`config.mk`:
```
export PLATFORM = sky130hd
export DESIGN_NAME = snake_engine
export DESIGN_NICKNAME = d
export VERILOG_FILES = /design/src/rtl/snake_engine.sv
export SDC_FILE = /design/constraint.sdc
export NUM_CORES = 1
export LEC_CHECK = 0
export CORE_MARGIN = 3
export CORE_UTILIZATION = 55
export DETAILED_ROUTE_END_ITERATION = 8
export PLACE_DENSITY_LB_ADDON = 0.25
export SETUP_SLACK_MARGIN = 0.4
export SLEW_MARGIN = 40
export SYNTH_ARGS = -nofsm -noshare
export SYNTH_HDL_FRONTEND = slang
export SYNTH_SLANG_ARGS = --single-unit
```
`constraint.sdc`:
```
create_clock -name clk -period 6.8 [get_ports clk]
set_clock_uncertainty 0.2 [all_clocks]
set_input_delay 1.02 -clock clk [delete_from_list [all_inputs] [get_ports clk]]
set_output_delay 1.02 -clock clk [all_outputs]
set_load 0.01 [all_outputs]
```
`src/rtl/snake_engine.sv`:
```
// snake_engine: snake game datapath and RUN/DEAD controller.
// Each step moves the head one cell in the applied direction. The body shifts
// behind the head. A pending grow request lengthens the snake on the next move.
// A wall hit or self-collision freezes the snake until rst.
// Optional feature: define SNAKE_WRAP_EN to wrap the head around the grid
// edges instead of dying on a wall hit.
module snake_engine #(
  parameter int MAX_LEN  = 16,
  parameter int POS_W    = 10,
  parameter int WIDTH    = 32,
  parameter int HEIGHT   = 24,
  parameter int LEN_W    = 5,
  parameter int INIT_LEN = 3,
  parameter int INIT_POS = 400
) (
  input  logic                     clk,
  input  logic                     rst,
  input  logic                     step,
  input  logic [1:0]               dir,
  input  logic                     grow,
  output logic [MAX_LEN*POS_W-1:0] body_pos,
  output logic [LEN_W-1:0]         len,
  output logic [1:0]               cur_dir,
  output logic                     dead,
  output logic                     moved
);

  typedef enum logic {RUN, DEAD} state_t;

  localparam logic [POS_W-1:0] W_P = POS_W'(WIDTH);
  localparam logic [POS_W-1:0] H_P = POS_W'(HEIGHT);
`ifdef SNAKE_WRAP_EN
  localparam logic [POS_W-1:0] WRAP_V = POS_W'(WIDTH * (HEIGHT - 1));
`endif

  state_t           state;
  logic             grow_pend;
  logic [POS_W-1:0] seg [MAX_LEN];

  logic [1:0]       new_dir;
  logic [POS_W-1:0] head, col, row, cand;
  logic             wall, self_hit, grow_eff, death;

  // Pack the segment registers onto the flat output bus, head in the low bits.
  always_comb begin
    body_pos = '0;
    for (int i = 0; i < MAX_LEN; i++) begin
      body_pos[i*POS_W +: POS_W] = seg[i];
    end
  end

  // Direction filter, candidate head, wall and self-collision detection.
  always_comb begin
    // A reverse request differs from cur_dir only in bit 0.
    new_dir  = (dir[1] == cur_dir[1] && dir[0] != cur_dir[0]) ? cur_dir : dir;
    head     = seg[0];
    col      = head % W_P;
    row      = head / W_P;
    grow_eff = grow_pend | grow;
    wall     = 1'b0;
    cand     = head;
    case (new_dir)
      2'b00: begin
        wall = (col == '0);
        cand = head - POS_W'(1);
`ifdef SNAKE_WRAP_EN
        if (wall) cand = head + (W_P - POS_W'(1));
`endif
      end
      2'b01: begin
        wall = (col == W_P - POS_W'(1));
        cand = head + POS_W'(1);
`ifdef SNAKE_WRAP_EN
        if (wall) cand = head - (W_P - POS_W'(1));
`endif
      end
      2'b10: begin
        wall = (row == '0);
        cand = head - W_P;
`ifdef SNAKE_WRAP_EN
        if (wall) cand = head + WRAP_V;
`endif
      end
      default: begin
        wall = (row == H_P - POS_W'(1));
        cand = head + W_P;
`ifdef SNAKE_WRAP_EN
        if (wall) cand = head - WRAP_V;
`endif
      end
    endcase
    // The tail cell is free unless this move grows the snake.
    self_hit = 1'b0;
    for (int i = 1; i < MAX_LEN; i++) begin
      if (LEN_W'(i) < len && cand == seg[i] &&
          !(LEN_W'(i) == len - LEN_W'(1) && !grow_eff)) begin
        self_hit = 1'b1;
      end
    end
`ifdef SNAKE_WRAP_EN
    death = self_hit;
`else
    death = wall | self_hit;
`endif
  end

  // RUN/DEAD controller with registered body, length, direction and flags.
  always_ff @(posedge clk or posedge rst) begin
    if (rst) begin
      state     <= RUN;
      dead      <= 1'b0;
      moved     <= 1'b0;
      grow_pend <= 1'b0;
      len       <= LEN_W'(INIT_LEN);
      cur_dir   <= 2'b01;
      for (int i = 0; i < MAX_LEN; i++) begin
        seg[i] <= (i < INIT_LEN) ? POS_W'(INIT_POS - i) : POS_W'(INIT_POS - (INIT_LEN - 1));
      end
    end else begin
      moved <= 1'b0;
      case (state)
        RUN: begin
          if (step) begin
            if (death) begin
              state <= DEAD;
              dead  <= 1'b1;
            end else begin
              cur_dir   <= new_dir;
              seg[0]    <= cand;
              for (int i = 1; i < MAX_LEN; i++) seg[i] <= seg[i-1];
              moved     <= 1'b1;
              grow_pend <= 1'b0;
              if (grow_eff && len < LEN_W'(MAX_LEN)) len <= len + LEN_W'(1);
            end
          end else if (grow) begin
            grow_pend <= 1'b1;
          end
        end
        default: ;
      endcase
    end
  end

endmodule

```
* Word-level counts from Yosys, hierarchy flattened
Index checks and enable logic that the tools add are counted.
Operators by class: bitwise logic cells 4, add/sub/neg operators 6, eq/ne operators 37, magnitude comparators 16, muxes and demuxes 27, reductions and logical operators 71
Operator list (number):
- $eq A10 B10 Y1 | 15
- $logic_and A1 B1 Y1 | 47
- $eq A4 B5 Y1 const A | 8
- $lt A4 B5 Y1 const A | 8
- $pmux W10 S3 | 1
- $mux W1 | 24
- $eq A3 B5 Y1 const A | 4
- $logic_not A10 Y1 | 2
- $lt A3 B5 Y1 const A | 4
- $logic_not A1 Y1 | 16
- $add A10 B1 Y10 const B | 1
- $add A10 B6 Y10 const B | 1
- $eq A2 B5 Y1 const A | 2
- $eq A5 B5 Y1 const B | 2
- $lt A2 B5 Y1 const A | 2
- $sub A10 B1 Y10 const B | 1
- $sub A10 B6 Y10 const B | 1
- $reduce_and A3 Y1 | 3
- $add A5 B1 Y5 const B | 1
- $eq A1 B5 Y1 const A | 1
- $lt A1 B5 Y1 const A | 1
- $lt A5 B5 Y1 const B | 1
- $sub A5 B1 Y5 const B | 1
- $reduce_and A4 Y1 | 1
- other kinds (11) | 13
Word-level totals: register bits 171, output and inout port bits 169, word-level logic and storage cells 183, bits of input ports 6

* Longest topological paths before layout
depth after elaboration 27, mapped depth 22, depth with buffers taken out 15

* Worst setup path after synthesis
No wires, ideal clock.
kind input-to-reg, from input dir[1], to register seg (netlist bit body_pos[20]), path slack 1.019 ns, library setup time 0.125 ns, path buffers 8, stages 21, data arrival time 5.456 ns, required time 6.475 ns, cells stage by stage buf_4 buf_4 clkbuf_1 clkbuf_1 or2_2 inv_1 fa_1 nand3b_1 a211oi_2 nor3_1 o31ai_2 buf_2 xor2_1 nor4_1 a2111oi_1 o2111ai_2 nor3b_2 buf_6 buf_6 buf_6 mux2_4
On the way: longest elaborated chain between the ends 26, elaborated cells on any way between the ends 71, classes of those cells eq/ne (18); mux (18); bitwise (2); reduce/logical (33)
RTL lines:
- start: declaration | RTL line 19 | input logic [1:0] dir,
- $eq A1 B1 Y1 | RTL line 55 | new_dir = (dir[1] == cur_dir[1] && dir[0] != cur_dir[0]) ? cur_dir : dir;
- $logic_and A1 B1 Y1 | RTL line 55
- $mux W2 (*) | RTL line 55
- $eq A2 B2 Y1, or another cell as far along | RTL line 62 | case (new_dir)
- $pmux W10 S3 | RTL line 62
- $eq A10 B10 Y1 | RTL line 95 | if (LEN_W'(i) < len && cand == seg[i] &&
- $logic_and A1 B1 Y1 (2 in a row) | RTL line 95
- $mux W1 (15 in a row) | RTL line 95
- $or A1 B1 Y1 (*) | RTL line 103 | death = wall | self_hit;
- $not A1 Y1 (no line) (*)
- $reduce_and A3 Y1 (no line) (*)
- end signal: indexed assignment | RTL line 117 | seg[i] <= (i < INIT_LEN) ? POS_W'(INIT_POS - i) : POS_W'(INIT_POS - (INIT_LEN - 1));
- end: declaration | RTL line 38 | logic [POS_W-1:0] seg [MAX_LEN];
Mark *: on every way between the ends. The rest lies on a longest branch, timed or not. A chain may end at the register's enable or synchronous reset.

* Worst setup path in the final report
Ends and elaborated chain as after synthesis.

==> impl_metrics.toml <==
[sta]
fin_setup_tns_ns = 0
hold_slack_ns = 0.288
hold_violations = 0
setup-violations-final = 0
period_share_pct = 92.0
period_needed_ns = 6.26
rsz0062_at_grt = "yes"
fmax_mhz = 160
slew_viol_final = 0
worst_pin_slew_ns = 0.827
relSlewSlack_pct = 44.8

[worst_setup_path]
critPathCaptureType = "register"
critPathLaunchType = "input port"
required_ns = 6.92
path_max_fanout = 78
critical_path_class = "in -> reg"
worstPathArrival_ns = 6.37

[logic_synthesis]
synth_fa_ha_area_share_pct = 2.55
synth_fp_nets = 966
ys_ff_latch = 171
synth_area_sq_um = 10900
synth_xor_area_share_pct = 11.6
postSynthAreaPerCell_sq_um = 11.6
synth_top_family_by_area = "multiplexers"
synth_compound_area_share_pct = 11.1
ys_warn_count = 0
ys_seq_area_share_pct = 40.3
synth-edff-count = 0
yosys.area_share.simple_pct = 10.5
syn_inst = 939
synthMuxAreaShare_pct = 19.7
ys.flop_type = "dfrtp_1"
synth_cell_type_count = 84
synth-async-reset-ratio_pct = 100

[layout]
final_cell_mix = "clkdlybuf4s50_1 (174), mux2_2 (97), dfrtp_1 (89), dfstp_2 (82), xnor2_1 (65)"
finalCoreUtilization_pct = 70.9
drive_gt1_share_pct = 28.5
final_common_cell = "clkdlybuf4s50_1"
nets = 1140
syn2layout_area_growth_pct = 24.5
n_antenna_cell = 0

[floorplanning]
start_util_pct = 57.0
dieWidth_microns = 147
coreArea_sq_um = 19100
die_y_microns = 147
rows = 50
pin_count = 175
die_area_sq_um = 21500

[power]
switchingPower_mw = 0.574
peakVddDrop_v = 0.000169
p_int_mw = 1.70
seqPwrFrac_pct = 44.7
power_switching_share_pct = 25.2
pwr-share-clk_pct = 43.9
combPwrFrac_pct = 11.4
p_per_area_nw_per_um2 = 168
p_leak_nw = 5.65

[clock_network]
clock_latency_ns = 0.44
numClockSinks = 171
htreeDepth = 4
cts_setup_buffers = 0
numCtsBuffers = 17
cts_tree = "built"
hold_buffers = 0
cts_buffer_depth = 2
cts-resized-gates = 0
cts.clk_slew.worst_paths_ns = 0.07
cts_root_buf = "clkbuf_16"

[grt]
grt_pass1_wl_microns = 49100
grt_pass1_vias = 8422
antenna_found_initial = 0
grt_max_degree = 86
grt_overflow = 0
grt_usage_pct = 28.9

[drt]
routed_via_density = 6.16
wire_per_inst_microns = 22.5
drc = 0
drtIter0Drc = 881
first_pass_iters = 6
antenna_left = 0
wl_microns = 31200
via_count = 8533

[outcome]
outcome = "finished clean"

[flow_run]
max_cap_violations = 0

[placement]
placement.io_buffers = 174
place_hpwl_microns = 22700
place_congestion = 0.939

[hold_path]
min_path_type = "reg -> reg"
## flip-flops by register name, summed over array words and instances, names as in the netlist
| register | count |
|---|---|
| body_pos | 150 |
| head | 10 |
| len | 5 |
| cur_dir | 2 |
| dead | 1 |
| grow_pend | 1 |
| moved | 1 |
| state | 1 |
## cell families (layout without fill, tap and decap cells)
group	Yosys count	in the layout
xor gates and xnor gates	121	121
adders and majority gates	21	21
and+or+nand+nor	200	200
DFF	171	171
AOI/OAI and AO/OA	165	165
buffers and inverters	88	275
muxes	173	173
## path summary, 6_finish.rpt
path | slack, ns | start | endpoint | depth (start not counted)
max | 0.54 | dir[1] | body_pos[20]$_DFFE_PP0P_ | 18
min reg2reg | 0.29 | state$_DFF_PP0_ | state$_DFF_PP0_ | 2
min in group asynchronous | 0.71 | rst | head[1]$_DFFE_PP0P_ | 2
min | 0.29 | state$_DFF_PP0_ | state$_DFF_PP0_ | 2
max in group asynchronous | 4.75 | rst | body_pos[84]$_DFFE_PP0P_ | 3
max reg2reg | 1.21 | cur_dir[1]$_DFFE_PP0P_ | body_pos[20]$_DFFE_PP0P_ | 17
## routing by layer
layer	vias to the layer above	part of all wire, %	routed length [microns]	global-route usage (%)
met4	0	2.2	700	7.71
li1	3826	-	-	-
met3	55	8.8	2740	6.83
met2	408	44	13700	42.8
met1	4244	45	14100	42.9
met5	-	0	0	0
## through the flow
stage / worst slack, ns / instance area (sq um) / total power [mW] / instances
4_1_cts: 0.543 / 13500 / 2.28 / 1386
2_1_floorplan: 1.02 / 10900 / 1.22 / 939
6_report: 0.544 / 13500 / 2.28 / 1386
3_3_place_gp: 0.171 / 12900 / 1.29 / 1354
5_1_grt: 0.368 / 13500 / 2.35 / 1386
3_5_place_dp: 0.129 / 12900 / 1.29 / 1354
## critical path, stage by stage
cell and delay (ns):
clkdlybuf4s50_1 0.50, xor2_1 0.20, mux2i_2 0.10, or2_2 0.37, buf_4 0.18, ha_1 0.33, buf_4 0.17, xor2_1 0.39
mux2_4 0.42, xnor2_1 0.10, a2111oi_0 0.45, buf_4 0.19, o2111ai_1 0.20, o41ai_1 0.50, o22ai_1 0.27, nor3b_4 0.24
buf_12 0.24, mux2_4 0.38
## cell type report
class	count	area (sq um)
flip-flops and latches	171	4380
fillers	1360	5540
well taps	260	325
clock buffers	24	492
clock inverters	8	109
inverters	34	133
multi-input cells	680	6060
repair buffers	209	2040
## synth_stat cells, drive strengths merged (3+ instances only)
master / count / share of area [%]
a2111o: 3 / 0.31
a2111oi: 11 / 0.96
a211o: 5 / 0.40
a211oi: 6 / 0.51
a21o: 7 / 0.48
a21oi: 30 / 1.4
a31oi: 8 / 0.46
and2: 8 / 0.46
and3: 14 / 0.81
buf: 37 / 2.5
clkbuf: 17 / 0.61
dfrtp: 89 / 20
dfstp: 82 / 20
ha: 19 / 2.2
inv: 34 / 1.2
mux2: 153 / 18
mux2i: 20 / 1.9
nand2: 25 / 0.86
nand2b: 6 / 0.41
nand3: 23 / 1.1
nand4: 17 / 0.98
nor2: 20 / 0.69
nor2b: 10 / 0.58
nor3: 20 / 0.92
nor3b: 10 / 0.74
nor4: 19 / 1.1
nor4b: 3 / 0.24
o2111ai: 8 / 0.70
o211a: 3 / 0.28
o211ai: 10 / 0.69
o21a: 3 / 0.21
o21ai: 28 / 1.3
o22ai: 3 / 0.17
o31a: 3 / 0.24
o31ai: 11 / 0.85
o41ai: 3 / 0.24
or3: 8 / 0.46
or4: 8 / 0.55
xnor2: 66 / 5.5
xnor3: 7 / 1.4
xor2: 44 / 3.8
xor3: 4 / 0.87
## power groups by stage
stage	clock [mW]	sequential [mW]	combinational (mW)
after global routing	1.05	1.02	0.280
after CTS	1.01	1.02	0.255
after global placement	0	1.04	0.250
after detailed placement	0	1.04	0.252
after floorplan	0	1.04	0.184
final	0.999	1.02	0.260
(Power assumes the default switching activity.)
